`src/rtl/uart_rx.sv`:
```
// UART receiver: oversampled serial input, 2-of-3 majority voting per bit,
// optional even/odd parity, one stop bit. Frame settings are latched at the
// start of each frame so they cannot change mid-frame.
//
// Output pulses are registered. Each one is high for exactly one CLK cycle,
// in the cycle after the edge count Prescale-1 that decided it.
module uart_rx #(
    parameter int DATA_WIDTH = 8
) (
    input  logic                  CLK,
    input  logic                  Reset,
    input  logic                  RX_IN,
    input  logic [5:0]            Prescale,
    input  logic                  Parity_EN,
    input  logic                  Parity_type,
    output logic [DATA_WIDTH-1:0] P_DATA,
    output logic                  Data_valid,
    output logic                  Parity_error,
    output logic                  Stop_error
);

    localparam int BW = (DATA_WIDTH > 1) ? $clog2(DATA_WIDTH) : 1;

    typedef enum logic [2:0] {
        IDLE   = 3'd0,
        START  = 3'd1,
        DATA   = 3'd2,
        PARITY = 3'd3,
        STOP   = 3'd4
    } state_t;

    state_t                state, state_next;
    logic [5:0]            edge_cnt;
    logic [5:0]            presc_q;
    logic [5:0]            mid;
    logic [BW-1:0]         bit_cnt;
    logic                  par_en_q, par_type_q, par_err_q;
    logic [2:0]            samp;
    logic [DATA_WIDTH-1:0] shift_q;

    logic edge_last, bit_last, bit_val, par_exp;
    logic start_frame, dv_next, pe_next, se_next;

    // The edge counter wraps at Prescale-1. An illegal Prescale only changes
    // the wrap point, so every state still times out and the FSM cannot lock up.
    assign mid       = presc_q >> 1;
    assign edge_last = (edge_cnt == presc_q - 6'd1);
    assign bit_last  = (bit_cnt == BW'(DATA_WIDTH - 1));
    assign bit_val   = (samp[0] & samp[1]) | (samp[0] & samp[2]) | (samp[1] & samp[2]);
    assign par_exp   = (^shift_q) ^ par_type_q;

    // State register
    always_ff @(posedge CLK) begin
        if (Reset) state <= IDLE;
        else       state <= state_next;
    end

    // Next-state logic and pulse decisions; every decision is made on the last
    // edge of a bit, once all three samples are in.
    always_comb begin
        state_next  = state;
        start_frame = 1'b0;
        dv_next     = 1'b0;
        pe_next     = 1'b0;
        se_next     = 1'b0;
        case (state)
            IDLE: begin
                if (!RX_IN) begin
                    state_next  = START;
                    start_frame = 1'b1;
                end
            end
            START: begin
                if (edge_last) state_next = bit_val ? IDLE : DATA;
            end
            DATA: begin
                if (edge_last && bit_last) state_next = par_en_q ? PARITY : STOP;
            end
            PARITY: begin
                if (edge_last) begin
                    state_next = STOP;
                    pe_next    = (bit_val != par_exp);
                end
            end
            STOP: begin
                if (edge_last) begin
                    se_next = !bit_val;
                    dv_next = bit_val && !par_err_q;
                    // A low line here is the next frame's start bit.
                    if (!RX_IN) begin
                        state_next  = START;
                        start_frame = 1'b1;
                    end else begin
                        state_next = IDLE;
                    end
                end
            end
            default: state_next = IDLE;
        endcase
    end

    // Counters, sampling, shift register, frame settings and registered outputs
    always_ff @(posedge CLK) begin
        if (Reset) begin
            edge_cnt     <= '0;
            bit_cnt      <= '0;
            presc_q      <= '0;
            par_en_q     <= 1'b0;
            par_type_q   <= 1'b0;
            par_err_q    <= 1'b0;
            samp         <= '0;
            shift_q      <= '0;
            P_DATA       <= '0;
            Data_valid   <= 1'b0;
            Parity_error <= 1'b0;
            Stop_error   <= 1'b0;
        end else begin
            if (start_frame) begin
                edge_cnt   <= '0;
                bit_cnt    <= '0;
                presc_q    <= Prescale;
                par_en_q   <= Parity_EN;
                par_type_q <= Parity_type;
                par_err_q  <= 1'b0;
                shift_q    <= '0;
            end else if (state != IDLE) begin
                edge_cnt <= edge_last ? 6'd0 : edge_cnt + 6'd1;
                if (state == DATA && edge_last) begin
                    shift_q[bit_cnt] <= bit_val;
                    bit_cnt          <= bit_last ? '0 : bit_cnt + 1'b1;
                end
            end

            if (state != IDLE) begin
                if (edge_cnt == mid - 6'd1) samp[0] <= RX_IN;
                if (edge_cnt == mid)        samp[1] <= RX_IN;
                if (edge_cnt == mid + 6'd1) samp[2] <= RX_IN;
            end

            if (pe_next) par_err_q <= 1'b1;

            Data_valid   <= dv_next;
            Parity_error <= pe_next;
            Stop_error   <= se_next;
            if (dv_next) P_DATA <= shift_q;
        end
    end

endmodule

```
`config.mk`:
```
export PLATFORM = sky130hd
export DESIGN_NAME = uart_rx
export DESIGN_NICKNAME = d
export VERILOG_FILES = /design/src/rtl/uart_rx.sv
export SDC_FILE = /design/constraint.sdc
export NUM_CORES = 1
export LEC_CHECK = 0
export ABC_AREA = 1
export ABC_CLOCK_PERIOD_IN_PS = 2700
export BUFFER_PORTS_ARGS = -buffer_cell sky130_fd_sc_hd__buf_2
export CORE_MARGIN = 1.5
export CORE_UTILIZATION = 55
export CTS_CLUSTER_SIZE = 24
export DETAILED_ROUTE_END_ITERATION = 10
export PLACE_DENSITY = 0.82
export SYNTH_ARGS = -nofsm -noshare
export SYNTH_HDL_FRONTEND = slang
export SYNTH_SLANG_ARGS = --single-unit
```
`constraint.sdc`:
```
create_clock -name CLK -period 2.7 [get_ports CLK]
set_clock_uncertainty 0.05 [all_clocks]
set_input_delay 0.27 -clock CLK [delete_from_list [all_inputs] [get_ports CLK]]
set_output_delay 0.27 -clock CLK [all_outputs]
set_load 0.02 [all_outputs]
```
==> impl_results.md <==
* Sw Ratio at around 45%
* XOR/XNOR share of the synthesized area at under 10%
* Critical Path AT at approximately 2400 ps
* Worst Path Required at between 2000 and 3000 ps
* Outcome: complete, no violations
* Die width at approximately 73 um
* Gpl congestion at ~0.94
* Power per cell area at between 700 and 800 mW/mm^2
* Least-Margin Pin Slew at just under 800 ps
* Die height at 72.91 um
* Reg power frac at between 30 and 40%
* Wire length on met1 at 2.662 mm
* Core area at ~0.0047 sq mm
* Endpoints failing hold at 0
* IO buf count at 21
* Hold_buf cts at 0
* Post-route ant nets at 0
* Crit Path Max Fanout at 17
* Iteration count of the initial detailed-routing pass at 6
* Clock Sinks at 43
* Main combinational cell family by area after synthesis: simple AND/OR/NAND/NOR gates
* Clk pin slew, worst setup/hold paths at ~90 ps
* CTS Buf Count at 5
* Post-Synth Simple-Gate Area at between 40% and 50%
* Dpl hpwl at 4.349 mm
* Logic gate share of total power at between 40% and 50%
* Share of the yosys chip area belonging to registers at 32.03%
* RSZ-0062 raised after global routing: no
* Gr usage total at between 20% and 30%
* #FFs+latches synth at 43
* DRC viols at 0
* Avg Cell Area, Syn at 6.874 sq um
* Compound-Gate Fraction of Synth Area at approximately 6.4%
* Initial antenna violation count at 0
* Vias in the first global route at ~2200
* Post-synthesis mux area share at 0%
* Post-CTS Resized at 0
* Setup CP Type: flip-flop to flip-flop
* Top routing layer in use: met4
* Maxcap violations at 0
* Largest net degree at the start of global routing at 26
* Clock network latency to the later pin of the worst-skew pair at between 200 and 300 ps
* Final setup TNS at 0 ps
* Wire length on met2 at 2.714 mm
* First-pass GRT wire length at between 9 and 10 mm
* GRT overflow at 0
* I/O Pins at 22
* Synth warnings at 0
* Synth Instances at a little under 400
* CP startpoint kind: flip-flop
* Leak at about 1.3 nW
* DR vias at 2462
* Layout area overhead at 7.588%
* Post-Syn Nets at approximately 410
* Maximum VDD drop at 0.3309 mV
* WHS at about 110 ps
* Total chip power at between 2 and 2.5 mW
* Ant diodes at 0
* Full die area at 0.005315 sq mm
* Rows at 25
* Initial Util at 56.90%
* Vias per cell at approximately 5.2
* Metal3 WL at about 270 um
* Library cells used by synthesis at 28
* Worst min path class: input pin to flip-flop
* Root Driver: clkbuf_8
* Routed wire per std cell at between 10 and 15 um
* Max Buffers Root-to-Sink at 2
* CTS tree: done
* Max Clk Rate at between 400 and 500 MHz
* Fin crit period at between 2000 and 2500 ps
* Period utilisation layout at between 80% and 90%
* NetSw at approximately 990 uW
* H-tree depth at 2
* Clock power share at a little under a fifth
* Max Slew Vio Count at 0
* Total Wirelength at around 5.7 mm
* Final setup fails at 0
* Share of cells above drive strength 1 at a little over an eighth
* Postcts setup bufs at 0
* Internal at 1.228 mW
* CP endpoint kind: flip-flop
* Synth Area in Adders at about 3.3%
* DR iter-0 viols at between 200 and 250
* Layout Nets at between 400 and 500
* Relative slew slack at between 40 and 50%
* Area of the mapped netlist at approximately 0.0027 sq mm
## path summary, 6_finish.rpt
check	startpoint	end	slack, ps	cells past startpoint
setup / recovery	presc_q[1]	bit_cnt[1]	480	11
hold / removal	Reset	state[0]	110	2
setup reg to reg	presc_q[1]	bit_cnt[1]	480	11
hold reg to reg	samp[1]	samp[1]	430	2
## state kept, by name, summed over array words and instances (netlist names)
name,cells
samp,3
par_type_q,1
bit_cnt,3
P_DATA,8
Stop_error,1
edge_cnt,6
Data_valid,1
state,3
shift_q,8
par_en_q,1
presc_q,6
par_err_q,1
Parity_error,1
## power groups by stage
stage               registers, mW  clock network (mW)  logic [mW]
floorplan                   0.776                   0       0.882
detailed placement          0.828                   0       0.983
finish                      0.815               0.413       0.989
global placement            0.823                   0       0.949
CTS                         0.813               0.423       0.988
global route                0.825               0.450        1.12
## layer usage
metal / global-route usage, % / vias to the layer above
met4: 7.128 / 0
met1: 30.85 / 1117
li1: - / 1281
met2: 38.02 / 55
met3: 4.696 / 9
met5: 0 / -
## worst max-delay path: stages, from the launching register on
cell	delay, ps
dfxtp_1	410
inv_1	130
ha_1	310
xnor2_1	140
nor2_2	140
nand3_2	130
nor2_8	160
nand2_4	90
nand2_4	170
nand2_4	70
nand2_2	210
nor2_1	90
## logic make-up (layout without fill, tap and decap cells)
logic type                 after synthesis  count (layout)
and+or+nand+nor                        228             228
buffers and inverters                   53              72
DFF                                     43              43
AOI/OAI and AO/OA                       33              33
xor gates and xnor gates                27              27
adders and majority gates                7               7
## Yosys cell counts, drive strengths merged
library cell,count,area (sq um)
a21boi,2,15.01
a21o,1,7.510
a21oi,23,115.1
buf,10,81.32
clkbuf,2,7.510
clkinv,2,8.750
dfxtp,43,860.8
ha,7,87.58
inv,39,146.4
nand2,100,420.4
nand3,36,200.2
nand3b,8,60.06
nand4,12,90.09
nor2,65,280.3
nor3,7,35.03
o21ai,7,35.03
xnor2,12,105.1
xor2,15,131.4
## stage by stage
step / cell area, sq um / worst slack (ps) / utilization [%] / instances
2_1_floorplan: 2688 / 777.1 / - / 391
3_3_place_gp: 2803 / 587.7 / 59.34 / 469
3_5_place_dp: 2803 / 486.6 / 59.34 / 469
4_1_cts: 2892 / 490.8 / 61.22 / 477
5_1_grt: 2892 / 258.4 / 61.22 / 477
6_report: 2892 / 480.0 / 61.22 / 477
## placed cells by master (no fill, tap or decap)
| cell type | count |
|---|---|
| clkinv_1 | 1 |
| nand2_2 | 3 |
| o21ai_0 | 7 |
| a21oi_1 | 23 |
| buf_2 | 21 |
| dfxtp_1 | 43 |
| nand3_1 | 32 |
| nand2_1 | 92 |
| nand2_4 | 5 |
| ha_1 | 7 |
| inv_1 | 33 |
| nand4_4 | 1 |
| nand3_2 | 4 |
| a21o_1 | 1 |
| xnor2_1 | 12 |
| nor3_1 | 7 |
| nand4_1 | 11 |
| nor2_8 | 1 |
| nor2_4 | 2 |
| clkinv_2 | 2 |
| a21boi_0 | 2 |
| nor2_2 | 2 |
| buf_4 | 2 |
| clkinvlp_4 | 2 |
| clkbuf_8 | 5 |
| nand3b_1 | 8 |
| xor2_1 | 15 |
| inv_2 | 6 |
| nor2_1 | 60 |
## final cells by class
| class | instances | area (sq um) |
|---|---|---|
| Multi-Input combinational cell | 295 | 1583 |
| Sequential cell | 43 | 860.8 |
| Timing Repair Buffer | 23 | 120.1 |
| Fill cell | 437 | 1832 |
| Tap cell | 67 | 83.83 |
| Clock buffer | 5 | 68.82 |
| Clock inverter | 3 | 20.02 |
| Inverter | 41 | 155.1 |
Note: power is estimated with default switching activity, not from simulation.
